===== src/rtl/chev_pkg.sv =====
// Shared types and constants for the Chebyshev keystream generator.
//   chev_ks_state_t : iteration controller states
//   CHEV_X_W        : state word width
//   CHEV_XN_W       : map stage output width (extra MSB flags overflow)
//   CHEV_SAT        : value substituted for an overflowed map result
package chev_pkg;

  typedef enum logic [1:0] {
    IDLE    = 2'd0,
    ISSUE   = 2'd1,
    CAPTURE = 2'd2,
    STUCK   = 2'd3
  } chev_ks_state_t;

  localparam int CHEV_X_W  = 32;
  localparam int CHEV_XN_W = 33;
  localparam logic [CHEV_X_W-1:0] CHEV_SAT = 32'hFFFF_FFFF;

endpackage


===== src/rtl/chev_ks_fifo.sv =====
// Small synchronous FIFO holding keystream bytes.
//   clk, rst_n   : clock, async active-low reset
//   clr          : synchronous flush (pointers back to empty)
//   push, wdata  : write strobe / data (caller never pushes when full)
//   pop          : read strobe, advances head (ignored when empty)
//   rdata        : head entry, forced to 0 while empty
//   full, empty  : occupancy flags
module chev_ks_fifo #(
  parameter int WIDTH = 8,
  parameter int DEPTH = 8
) (
  input  logic             clk,
  input  logic             rst_n,
  input  logic             clr,
  input  logic             push,
  input  logic             pop,
  input  logic [WIDTH-1:0] wdata,
  output logic [WIDTH-1:0] rdata,
  output logic             full,
  output logic             empty
);

  localparam int AW = $clog2(DEPTH);

  logic [WIDTH-1:0] mem [DEPTH];
  // One extra pointer bit distinguishes full from empty.
  logic [AW:0]      wr_ptr, rd_ptr;
  logic             do_push, do_pop;

  assign empty   = (wr_ptr == rd_ptr);
  assign full    = (wr_ptr[AW] != rd_ptr[AW]) && (wr_ptr[AW-1:0] == rd_ptr[AW-1:0]);
  assign do_push = push && !full && !clr;
  assign do_pop  = pop && !empty && !clr;
  assign rdata   = empty ? '0 : mem[rd_ptr[AW-1:0]];

  always_ff @(posedge clk or negedge rst_n) begin
    if (!rst_n) begin
      wr_ptr <= '0;
      rd_ptr <= '0;
    end else if (clr) begin
      wr_ptr <= '0;
      rd_ptr <= '0;
    end else begin
      if (do_push) wr_ptr <= wr_ptr + 1'b1;
      if (do_pop)  rd_ptr <= rd_ptr + 1'b1;
    end
  end

  always_ff @(posedge clk) begin
    if (do_push) mem[wr_ptr[AW-1:0]] <= wdata;
  end

endmodule


===== src/rtl/chev_keystream_gen.sv =====
// Iteration controller and keystream extractor around an external
// degree-3 Chebyshev map stage (1-cycle registered latency).
//   clk, rst_n            : clock, async active-low reset
//   seed_valid/seed_ready : seed handshake, seed = initial state x0
//   stop                  : synchronous abort; returns to IDLE, flushes FIFO
//   map_xt                : current state driven to the map stage
//   map_xtn               : map stage result, bit 32 = overflow
//   ks_valid/ks_ready     : keystream byte handshake, ks_data = FIFO head
//   busy                  : controller not idle
//   burn_done             : transient iterations finished for this seed
//   err_stuck             : orbit hit a fixed point (sticky until stop)
module chev_keystream_gen
  import chev_pkg::*;
#(
  parameter int BURN_IN     = 64,
  parameter int EXTRACT_LSB = 8,
  parameter int FIFO_DEPTH  = 8
) (
  input  logic                 clk,
  input  logic                 rst_n,
  input  logic                 seed_valid,
  output logic                 seed_ready,
  input  logic [CHEV_X_W-1:0]  seed,
  input  logic                 stop,
  output logic [CHEV_X_W-1:0]  map_xt,
  input  logic [CHEV_XN_W-1:0] map_xtn,
  output logic                 ks_valid,
  input  logic                 ks_ready,
  output logic [7:0]           ks_data,
  output logic                 busy,
  output logic                 burn_done,
  output logic                 err_stuck
);

  // Count value on which the last transient iteration completes.
  localparam logic [15:0] BURN_LAST = 16'((BURN_IN == 0) ? 0 : BURN_IN - 1);

  chev_ks_state_t      state, state_n;
  logic [CHEV_X_W-1:0] x_reg, x_n, nx;
  logic [15:0]         burn_cnt, cnt_n;
  logic                bd_n, err_n;
  logic                push, pop, fifo_full, fifo_empty;

  assign map_xt     = x_reg;
  assign busy       = (state != IDLE);
  assign seed_ready = (state == IDLE) && !stop;
  assign nx         = map_xtn[CHEV_X_W] ? CHEV_SAT : map_xtn[CHEV_X_W-1:0];
  assign ks_valid   = !fifo_empty;
  assign pop        = ks_valid && ks_ready;

  always_ff @(posedge clk or negedge rst_n) begin
    if (!rst_n) begin
      state     <= IDLE;
      x_reg     <= '0;
      burn_cnt  <= '0;
      burn_done <= 1'b0;
      err_stuck <= 1'b0;
    end else begin
      state     <= state_n;
      x_reg     <= x_n;
      burn_cnt  <= cnt_n;
      burn_done <= bd_n;
      err_stuck <= err_n;
    end
  end

  always_comb begin
    state_n = state;
    x_n     = x_reg;
    cnt_n   = burn_cnt;
    bd_n    = burn_done;
    err_n   = err_stuck;
    push    = 1'b0;
    if (stop) begin
      // x_reg deliberately keeps its value across an abort.
      state_n = IDLE;
      cnt_n   = '0;
      bd_n    = 1'b0;
      err_n   = 1'b0;
    end else begin
      case (state)
        IDLE: begin
          if (seed_valid) begin
            x_n     = seed;
            cnt_n   = '0;
            bd_n    = (BURN_IN == 0);
            state_n = ISSUE;
          end
        end
        ISSUE: begin
          // Stall while a produced byte would have nowhere to go.
          if (!(burn_done && fifo_full)) state_n = CAPTURE;
        end
        CAPTURE: begin
          if (nx == x_reg) begin
            state_n = STUCK;
            err_n   = 1'b1;
          end else begin
            x_n     = nx;
            state_n = ISSUE;
            if (!burn_done) begin
              cnt_n = burn_cnt + 16'd1;
              if (burn_cnt == BURN_LAST) bd_n = 1'b1;
            end else begin
              push = 1'b1;
            end
          end
        end
        STUCK:   state_n = STUCK;
        default: state_n = IDLE;
      endcase
    end
  end

  chev_ks_fifo #(
    .WIDTH (8),
    .DEPTH (FIFO_DEPTH)
  ) u_fifo (
    .clk   (clk),
    .rst_n (rst_n),
    .clr   (stop),
    .push  (push),
    .pop   (pop),
    .wdata (nx[EXTRACT_LSB +: 8]),
    .rdata (ks_data),
    .full  (fifo_full),
    .empty (fifo_empty)
  );

endmodule


===== config.mk =====
export PLATFORM = sky130hd
export DESIGN_NAME = chev_keystream_gen
export DESIGN_NICKNAME = d
export VERILOG_FILES = /design/src/rtl/chev_pkg.sv /design/src/rtl/chev_ks_fifo.sv /design/src/rtl/chev_keystream_gen.sv
export SDC_FILE = /design/constraint.sdc
export NUM_CORES = 1
export LEC_CHECK = 0
export CAP_MARGIN = 20
export CORE_UTILIZATION = 35
export DETAILED_ROUTE_END_ITERATION = 7
export PLACE_DENSITY = 0.68
export SLEW_MARGIN = 20
export SYNTH_ARGS = -nofsm -noshare
export SYNTH_HDL_FRONTEND = slang
export SYNTH_SLANG_ARGS = --single-unit

===== constraint.sdc =====
create_clock -name clk -period 4.5 [get_ports clk]
set_input_delay 1.35 -clock clk [delete_from_list [all_inputs] [get_ports clk]]
set_output_delay 1.35 -clock clk [all_outputs]
set_load 0.01 [all_outputs]

==> results.py <==
metrics = {
    "status": {
        "status": "completed",
    },
    "finish": {
        "drive_gt1_frac": 0.146,
        "area_growth_pct": 32.5,
        "final_util": 0.475,
        "fin_nets": 840,
        "nFillCells": 1751,
        "antennaDiodeCount": 0,
    },
    "synth": {
        "synth_top_area_frac": 0.285,
        "yosys_warnings": 0,
        "yosysTopAreaCell": "edfxtp_1",
        "synth_flop_cell": "edfxtp_1",
        "syn_avg_cell_area_um2": 10.5,
        "synth_cell_types": 46,
        "syn_area_um2": 6730,
        "synth_edf_count": 64,
        "yosys-top-cells-count": "edfxtp_1 (64), nand2_1 (62), dfrtp_1 (60), nor2_1 (59), o21ai_0 (54)",
        "synthArstFlopShare": 0.484,
        "netlist_instances": 642,
        "ys_top_cells_by_area": "edfxtp_1 (29%), dfrtp_1 (22%), mux4_2 (5.4%)",
        "synth_seq_area_share": 0.508,
        "syn_nets": 715,
        "ys_ff_latch": 124,
        "synth.most_common_cell": "edfxtp_1",
    },
    "global_route": {
        "grt_max_degree": 52,
        "antenna_found_initial": 0,
        "track_usage": 0.189,
        "grt_pass1_vias": 5425,
        "grt_remaining_overflow": 0,
        "grt_pass1_wl_um": 28600,
    },
    "power_and_ir_drop": {
        "peakVddDrop_mv": 0.285,
        "powerDensity_nw_per_um2": 411,
        "finalPower_uw": 3670,
        "leakagePower_uw": 0.00343,
    },
    "critical_path": {
        "critical_path.endpoint": "seed_ready",
        "r2r_start": "map_xt[9]",
        "r2r-end": "u_fifo.mem[5][1]",
        "required_ns": 3.15,
        "r2r_slack_ns": 1.63,
        "setup.worst_path.start": "stop",
        "endpoint_kind": "primary output",
        "startpoint_type": "input pin",
        "reg2reg_depth": 8,
        "critPathArrivalTime_ns": 2.88,
        "crit_path_max_fanout": 2,
        "critPathKind": "in -> out",
    },
    "clocking": {
        "cts_buffers": 17,
        "post_cts_buffers": 0,
        "cts_hold_buf": 0,
        "cts_buffer_depth": 2,
        "root_buffer": "clkbuf_16",
        "clkTransAtPathRegs_ns": 0.06,
        "cts_tree": "built",
        "clk-insertion-delay-late_ns": 0.42,
        "cts_resized": 0,
        "h-tree-depth": 4,
        "cts_sinks": 124,
    },
    "timing": {
        "finalWorstPathRequiredPeriod_ns": 4.23,
        "setup_viol": 0,
        "fmax_mhz": 237,
        "hold_viol": 0,
        "min_period_over_period": 0.939,
        "slew_violations": 0,
        "max_slew_margin": 0.387,
        "clock_skew_ns": 0.00847,
        "setup_tns_ns": 0,
        "worstMarginPinSlew_ns": 0.920,
        "rsz0062_at_grt": "false",
    },
    "die": {
        "pin_count": 115,
        "dieArea_um2": 19800,
        "start_util": 0.359,
        "core_area_um2": 18800,
        "fp.dieW_um": 141,
        "rows": 50,
        "die_h_um": 141,
    },
    "job": {
        "cap_violations": 0,
    },
    "drt": {
        "drc": 0,
        "wl_um": 18000,
        "drt_iter0_markers": 355,
        "vias": 5465,
        "wl_per_cell_um": 17.7,
        "drtAntennaViolNets": 0,
        "via_per_inst": 5.39,
        "drt_pass1_iterations": 5,
    },
    "worst_hold_path": {
        "worstHoldPathCells": 1,
        "min-delay-path-class": "reg -> reg",
    },
    "placement": {
        "port_buffers": 114,
        "gp_congestion": 0.838,
        "dp_hpwl_um": 12400,
    },
}
-- worst max-delay path: stages --
cell	delay, ns
clkdlybuf4s50_1	0.42
or2_2	0.31
nor2_1	0.20
clkdlybuf4s50_1	0.59
-- state kept, by name (all words and copies together) (netlist names) --
| signal | count |
|---|---|
| u_fifo.mem | 64 |
| map_xt | 32 |
| burn_cnt | 16 |
| u_fifo.rd_ptr | 4 |
| u_fifo.wr_ptr | 4 |
| state | 2 |
| burn_done | 1 |
| err_stuck | 1 |
-- final cells by class --
class / instances / area (um^2) / share of cell area
Clock inverter: 14 / 240 / 0.0269
Sequential cell: 124 / 3420 / 0.384
Clock buffer: 18 / 429 / 0.0481
Inverter: 28 / 105 / 0.0118
Tap cell: 234 / 293 / 0.0328
Multi-Input combinational cell: 448 / 3010 / 0.337
Timing Repair Buffer: 148 / 1420 / 0.160
-- worst min-delay path by stage --
stage                             to             start
finish              u_fifo.wr_ptr[3]  u_fifo.wr_ptr[3]
CTS                 u_fifo.wr_ptr[3]  u_fifo.wr_ptr[3]
detailed placement  u_fifo.wr_ptr[3]  u_fifo.wr_ptr[3]
global route               err_stuck         err_stuck
floorplan           u_fifo.wr_ptr[3]  u_fifo.wr_ptr[3]
global placement           err_stuck         err_stuck
-- kinds of logic after synthesis --
group	Yosys count	share of synthesized area
buffers and inverters	70	0.0453
muxes	52	0.118
and+or+nand+nor	222	0.161
AOI/OAI and AO/OA	147	0.131
adders and majority gates	3	0.00557
DFF	124	0.508
xor gates and xnor gates	24	0.0312
-- stage by stage --
step                cells  instance area, um^2  setup slack [ns]  hold WS (ns)
finish               1014                 8920             0.275         0.500
detailed placement    982                 8250             0.218         0.499
floorplan             642                 6730             0.438         0.469
CTS                  1014                 8920             0.282         0.508
global route         1014                 8920             0.244         0.538
global placement      982                 8250             0.269         0.491
-- metal layers --
| layer | GRT usage | share of wire |
|---|---|---|
| met1 | 0.248 | 0.45 |
| met2 | 0.311 | 0.48 |
| met3 | 0.0380 | 0.043 |
| met4 | 0.0646 | 0.020 |
| met5 | 0 | 0 |
-- where the power goes --
group,total [uW],internal (uW),switching [uW]
Combinational,696,385,311
Sequential,1400,1280,126
Clock,1570,1040,524
-- layout by cell type (no fill, tap or decap), types with 12 or more instances in the layout --
cell type        count
clkdlybuf4s50_1    112
inv_1               28
nand2_1             62
xor2_1              12
and3_1              12
o21ai_0             54
xnor2_1             12
nor2_1              59
a21oi_1             37
mux2i_1             18
clkbuf_16           17
or3_1               16
edfxtp_1            64
buf_4               31
o22ai_1             20
dfrtp_1             60
mux2_4              13
mux4_2              16
nand3_1             17
No activity file was read; power rests on OpenSTA's default activity.
